==> src/rtl/rr_pkt_pkg.sv <==
// Shared types and defaults for the round-robin packet mux.
// Default sizes must agree with the arbiter the mux is paired with.
package rr_pkt_pkg;

    typedef enum logic {IDLE = 1'b0, XFER = 1'b1} state_t;

    localparam int DEF_NUM_REQ   = 4;
    localparam int DEF_DATA_W    = 8;
    localparam int DEF_MAX_BEATS = 16;

    function automatic int clog2(input int value);
        int result;
        result = 0;
        for (int x = value - 1; x > 0; x = x >> 1) begin
            result++;
        end
        return result;
    endfunction

endpackage

==> src/rtl/rr_pkt_mux_onehot2bin.sv <==
// One-hot to binary encoder; turns the locked port mask into a source index.
// An all-zero input yields index 0.
module onehot2bin #(
    parameter int NUM_REQ = 4,
    parameter int SRC_W   = 2
) (
    input  logic [NUM_REQ-1:0] onehot,
    output logic [SRC_W-1:0]   bin
);

    always_comb begin
        bin = '0;
        for (int i = 0; i < NUM_REQ; i++) begin
            if (onehot[i]) begin
                bin = bin | SRC_W'(i);
            end
        end
    end

endmodule

==> src/rtl/rr_pkt_mux.sv <==
// Packet mux behind a round-robin arbiter: locks the granted port for a whole
// packet and streams its beats through one registered valid/ready stage.
module rr_pkt_mux
    import rr_pkt_pkg::*;
#(
    parameter int NUM_REQ   = DEF_NUM_REQ,
    parameter int DATA_W    = DEF_DATA_W,
    parameter int MAX_BEATS = DEF_MAX_BEATS,
    parameter int SRC_W     = 2
) (
    input  logic                      clk,
    input  logic                      rst,
    input  logic [NUM_REQ-1:0]        in_valid,
    input  logic [NUM_REQ*DATA_W-1:0] in_data,
    input  logic [NUM_REQ-1:0]        in_last,
    output logic [NUM_REQ-1:0]        in_ready,
    output logic [NUM_REQ-1:0]        arb_req,
    input  logic [NUM_REQ-1:0]        arb_gnt,
    output logic                      out_valid,
    output logic [DATA_W-1:0]         out_data,
    output logic                      out_last,
    output logic [SRC_W-1:0]          out_src,
    input  logic                      out_ready,
    output logic                      trunc_err
);

    localparam int CNT_W = clog2(MAX_BEATS) + 1;
    localparam logic [CNT_W-1:0] LAST_CNT = CNT_W'(MAX_BEATS - 1);

    state_t               state_q, state_d;
    logic [NUM_REQ-1:0]   lock_q;
    logic [NUM_REQ-1:0]   gnt_low;
    logic [CNT_W-1:0]     beat_cnt;
    logic [DATA_W-1:0]    sel_data;
    logic                 sel_last;
    logic                 force_last;
    logic                 beat_last;
    logic                 can_load;
    logic                 accept;
    logic [SRC_W-1:0]     src_idx;

    // A malformed grant is resolved to its lowest set bit.
    assign gnt_low    = arb_gnt & (~arb_gnt + NUM_REQ'(1));
    assign can_load   = ~out_valid | out_ready;
    assign force_last = (beat_cnt == LAST_CNT);
    assign beat_last  = sel_last | force_last;
    assign accept     = |(in_valid & in_ready);

    onehot2bin #(
        .NUM_REQ (NUM_REQ),
        .SRC_W   (SRC_W)
    ) u_src_enc (
        .onehot (lock_q),
        .bin    (src_idx)
    );

    always_ff @(posedge clk) begin
        if (!rst) begin
            state_q <= IDLE;
        end else begin
            state_q <= state_d;
            if (state_q == IDLE) begin
                assert ($onehot0(arb_gnt));
            end
        end
    end

    always_comb begin
        state_d = state_q;
        case (state_q)
            IDLE:    if (|arb_gnt)            state_d = XFER;
            XFER:    if (accept && beat_last) state_d = IDLE;
            default:                          state_d = IDLE;
        endcase
    end

    // Request is withheld during XFER so the arbiter rotates once per packet.
    always_comb begin
        arb_req  = '0;
        in_ready = '0;
        if (rst) begin
            if (state_q == IDLE) begin
                arb_req = in_valid;
            end else begin
                in_ready = lock_q & {NUM_REQ{can_load}};
            end
        end
    end

    always_comb begin
        sel_data = '0;
        sel_last = 1'b0;
        for (int i = 0; i < NUM_REQ; i++) begin
            sel_data = sel_data | (in_data[i*DATA_W +: DATA_W] & {DATA_W{lock_q[i]}});
            sel_last = sel_last | (in_last[i] & lock_q[i]);
        end
    end

    always_ff @(posedge clk) begin
        if (!rst) begin
            lock_q   <= '0;
            beat_cnt <= '0;
        end else if (state_q == IDLE) begin
            if (|arb_gnt) begin
                lock_q   <= gnt_low;
                beat_cnt <= '0;
            end
        end else if (accept) begin
            beat_cnt <= beat_cnt + CNT_W'(1);
            if (beat_last) begin
                lock_q <= '0;
            end
        end
    end

    // Output stage: loads on accept, otherwise drains when downstream takes it.
    always_ff @(posedge clk) begin
        if (!rst) begin
            out_valid <= 1'b0;
            out_data  <= '0;
            out_last  <= 1'b0;
            out_src   <= '0;
            trunc_err <= 1'b0;
        end else begin
            trunc_err <= accept & force_last & ~sel_last;
            if (accept) begin
                out_valid <= 1'b1;
                out_data  <= sel_data;
                out_last  <= beat_last;
                out_src   <= src_idx;
            end else if (out_ready) begin
                out_valid <= 1'b0;
            end
        end
    end

endmodule

==> config.mk <==
export PLATFORM = sky130hd
export DESIGN_NAME = rr_pkt_mux
export DESIGN_NICKNAME = d
export VERILOG_FILES = /design/src/rtl/rr_pkt_pkg.sv /design/src/rtl/rr_pkt_mux_onehot2bin.sv /design/src/rtl/rr_pkt_mux.sv
export SDC_FILE = /design/constraint.sdc
export NUM_CORES = 1
export LEC_CHECK = 0
export ABC_CLOCK_PERIOD_IN_PS = 4500
export CORE_MARGIN = 8
export CORE_UTILIZATION = 40
export CTS_CLUSTER_DIAMETER = 30
export DETAILED_ROUTE_END_ITERATION = 12
export PLACE_DENSITY = 0.81
export SETUP_SLACK_MARGIN = 0.15
export SYNTH_ARGS = -nofsm -noshare
export SYNTH_HDL_FRONTEND = slang
export SYNTH_SLANG_ARGS = --single-unit
==> constraint.sdc <==
create_clock -name clk -period 4.5 [get_ports clk]
set_clock_uncertainty 0.2 [all_clocks]
set_input_delay 0.9 -clock clk [delete_from_list [all_inputs] [get_ports clk]]
set_output_delay 0.9 -clock clk [all_outputs]
set_load 0.05 [all_outputs]
Word-level counts from Yosys, hierarchy flattened
Index checks and enable logic that the tools add are counted.
- word-level logic and storage cells: 64
- memory bits (read-only): 0
- bits in registers: 23
- memories kept: 0
- latch bits: 0
- output and inout port bits: 21
- bits in writable memories: 0
- shifts and indexed selects: 0
- $lt $le $gt $ge: 0
- bitwise logic cells: 25
- multiplexer cells: 19
- divide/modulo/power cells: 0
- reduce and logical (&&, ||, !) cells: 7
- equality and inequality tests: 3
- $add $sub $neg: 2
- multiply operators: 0
- operators with widths (kind ; count):
    8-bit bitwise AND ; 4
    4-bit two-way mux ; 8
    8-bit OR ; 3
    5-bit two-way mux ; 3
    4-bit bitwise AND ; 3
    4-bit OR reduction ; 2
    1-bit bitwise AND ; 6
    5-bit by 1-bit adder with 5-bit output (second input constant) ; 1
    5-bit by 4-bit == test with 1-bit output (second input constant) ; 1
    1-bit two-way mux ; 5
    1-bit OR ; 5
    4-bit by 1-bit adder with 4-bit output (second input constant) ; 1
    2-bit two-way mux ; 2
    2-bit by 1-bit inequality test with 1-bit output (second input constant) ; 2
    4-bit NOT ; 1
    2-bit nonzero test ; 2
    1-bit NOT ; 3
    3-bit AND reduction ; 1
    1-bit one-hot mux with 2 select lines ; 1
    2-bit AND reduction ; 1
    1-bit logical AND ; 1

Depth between registers and ports, before layout
- word-level depth: 10
- mapped depth: 5
- depth with buffers taken out: 5

Modules after synthesis
Synthesis repeated with hierarchy kept, for this count alone.
- cells, all modules: 128
- area, all modules: 1206.2 um2
- modules (own cells, without submodules) (module ; area each (um2) ; cells an instance ; instances ; sequential area each (um2)):
    rr_pkt_mux ; 1193.6 ; 126 ; 1 ; 460.4
    onehot2bin ; 12.5 ; 2 ; 1 ; 0.0

Least setup slack after synthesis
No wires, ideal clock.
- path kind: input port to output port
- start: in rst
- end: out arb_req[0]
- cell stages on the path: 3
- buffers on the path: 1
- slack: 1.699 ns
- data arrival time: 1.701 ns
- cell sequence: clkbuf_1 -> and2b_1 -> and2_1
- cells in the longest elaborated chain, start to end: 1
- RTL lines (item ; line ; RTL):
    from (decl) ; rr_pkt_mux.sv:12 ; input logic rst,
    4-bit two-way mux ; rr_pkt_mux.sv:81 ; if (rst) begin
    to (decl) ; rr_pkt_mux.sv:17 ; output logic [NUM_REQ-1:0] arb_req,
Every way passes these cells.

Final worst setup path
- start: in rst
- end: out arb_req[1]
Same word-level chain as after synthesis.

==> flow_summary.json <==
{
  "status": "finished clean",
  "dp_cells": 217,
  "totalPowerFinal_uw": 419,
  "grt_pass1_wl_um": 6530,
  "num_antenna_cells": 0,
  "cpLargestDelayFamily": "buffers and inverters",
  "rsz0062_at_grt": "false",
  "hold_depth": 2,
  "cts_sinks": 23,
  "max_stage_delay_ns": 0.80,
  "finalHoldViolations": 0,
  "cp_common_cell": "clkdlybuf4s50_1",
  "layout_min_cycle_time_ns": 3.61,
  "ir_drop_v": 0.000194,
  "synth_area_leaders": "dfxtp_1 39%, a22oi_1 11%, o211a_1 9.3%",
  "dpl_worst_slack_ns": 0.892,
  "synth_top_cell_area_share": 0.390,
  "hold_path_startpoint": "out_last$_SDFFE_PN0P_",
  "synth_area_um2": 1180,
  "grt_max_degree": 23,
  "post_cts_buffers": 0,
  "ctsResizeCount": 0,
  "synth-main-ff-cell": "dfxtp_1",
  "wl_per_cell_um": 18.4,
  "cts-root-buf": "clkbuf_4",
  "die_x_um": 70.3,
  "relSlewSlack": 0.573,
  "vias_per_cell": 5.83,
  "multiInputGateArea_um2": 674,
  "crit_buf_inv": 2,
  "register_area_um2": 460,
  "die_y_um": 70.3,
  "reg2reg_to": "lock_q[3]$_SDFFE_PN0P_",
  "crit_path_start_kind": "input pin",
  "cp.arrival_ns": 2.51,
  "r2r_slack_ns": 1.99,
  "syn_inst": 127,
  "syn_area_per_cell_um2": 9.30,
  "cts_max_path_buffers": 2,
  "post-route-period-util": 0.801,
  "synth_edf_count": 0,
  "finalWirelength_um": 4060,
  "drt_iter0_markers": 64,
  "ys_seq_area_frac": 0.390,
  "cts_hold_buf": 0,
  "final_util": 0.673,
  "crit_chain": "clkdlybuf4s50_1, and2b_1, and2_1, clkdlybuf4s50_1",
  "num_rows": 19,
  "setup_slack_ns": 0.895,
  "grtUsageTotal": 0.158,
  "grt_pass1_vias": 1380,
  "numPortBuffers": 67,
  "synth_fp_nets": 176,
  "yosys_warnings": 0,
  "slew_violations": 0,
  "hold_path.class": "reg -> reg",
  "leakagePower_uw": 0.000831,
  "r2r_start": "lock_q[2]$_SDFFE_PN0P_",
  "crit_fanout": 4,
  "synth_seq_cells": 23,
  "tns_ns": 0,
  "holdPathEnd": "out_last$_SDFFE_PN0P_",
  "die_area_um2": 4950,
  "path_class": "in -> out",
  "yosysTopAreaCell": "dfxtp_1",
  "async_reset_ff_frac": 0,
  "r2r_cells": 4,
  "clk_pin_slew_ns": 0.13,
  "routabilityCongestion": 0.768,
  "fin_nets": 240,
  "worst_slew_pin_slew_ns": 0.641,
  "dr.pass1.iters": 4,
  "final_cell_count_no_fill": 221,
  "cts_made_buffers": 3,
  "synthTopCellsByCount": "23 x dfxtp_1, 18 x a22oi_1, 11 x nand3_1, 11 x o211a_1, 7 x clkbuf_1",
  "vias": 1289,
  "drive_gt1_frac": 0.0632,
  "core_um2": 2780,
  "yosysMostFrequentCell": "dfxtp_1",
  "slowest_stage": "clkdlybuf4s50_1",
  "p_per_area_nw_per_um2": 224,
  "fmax_mhz": 277,
  "clk_latency_ns": 0.32,
  "htreeDepth": 1,
  "io_pins": 68,
  "grt_overflow": 0,
  "start_util": 0.425,
  "required_ns": 3.40,
  "hpwl_um": 3080,
  "cts_tree": "built",
  "fill_cells": 248,
  "cap_violations": 0,
  "antenna_found_initial": 0,
  "syn2layout_area_growth_pct": 58.6,
  "drcViolationCount": 0,
  "ys_types": 34,
  "finalSetupViolations": 0,
  "end_kind": "output pin",
  "antenna_left": 0
}
## worst min-delay path, delay by kind of cell (launching register included)
kind	cells	cell delay, ns
and+or+nand+nor	1	0.05
AOI/OAI and AO/OA	1	0.06
DFF	1	0.34
## kinds of logic after synthesis
kind of cell | Yosys count | synth area share
mux | 2 | 0.0169
simple gates | 44 | 0.213
compound gates | 46 | 0.320
flops | 23 | 0.390
fa+ha+maj | 2 | 0.0212
buf+inv | 10 | 0.0392
## worst max path at each step
stage | startpoint | end | slack (ns) | cells past startpoint
floorplan | rst | arb_req[0] | 1.70 | 3
global placement | rst | arb_req[2] | 0.92 | 4
detailed placement | rst | arb_req[1] | 0.89 | 4
CTS | rst | arb_req[1] | 0.89 | 4
global route | rst | arb_req[1] | 0.83 | 4
finish | rst | arb_req[1] | 0.89 | 4
## metal layers
layer | GRT usage | vias to the layer above | share of wire | wire length, um
met1 | 0.155 | 617 | 0.38 | 1520
met4 | 0.0714 | 0 | 0.017 | 71
li1 | - | 618 | - | -
met2 | 0.293 | 47 | 0.52 | 2130
met5 | 0 | - | 0 | 0
met3 | 0.0494 | 7 | 0.083 | 339
## registers in the layout, indices dropped and copies added (netlist names)
signal,count
lock_q,4
beat_cnt,5
out_valid,1
state_q,1
out_last,1
out_src,2
out_data,8
trunc_err,1
## metrics by stage
step / area, um2 / hold WS [ns]
final: 1870 / 0.281
after global routing: 1870 / 0.313
after CTS: 1870 / 0.283
after detailed placement: 1850 / 0.262
after global placement: 1850 / 0.263
after floorplan: 1180 / 0.254
## final cells by class
class                   count  share of cell area
inverters                   1             0.00200
clock inverters             1             0.00267
clock buffers               3              0.0120
flip-flops and latches     23               0.246
multi-input cells          94               0.360
well taps                  31              0.0207
repair buffers             68               0.357
## power breakdown
group          switching [uW]  total (uW)  internal [uW]
Combinational            43.4         101           57.8
Sequential               8.90         218            209
Clock                    66.7         100           33.3
## placed cells by master (no fill, tap or decap), drive strengths merged, types with 2 or more instances in the layout
cell,count
and3,6
a22oi,18
mux2i,2
buf,5
and2,7
nor2b,2
clkbuf,3
ha,2
a22o,3
clkdlybuf4s50,63
nand2b,2
nand3,11
o21ai,4
o211a,11
dfxtp,23
nand2,5
a21boi,3
a32o,3
nor2,2
or3,3
Note: power is estimated with default switching activity, not from simulation.
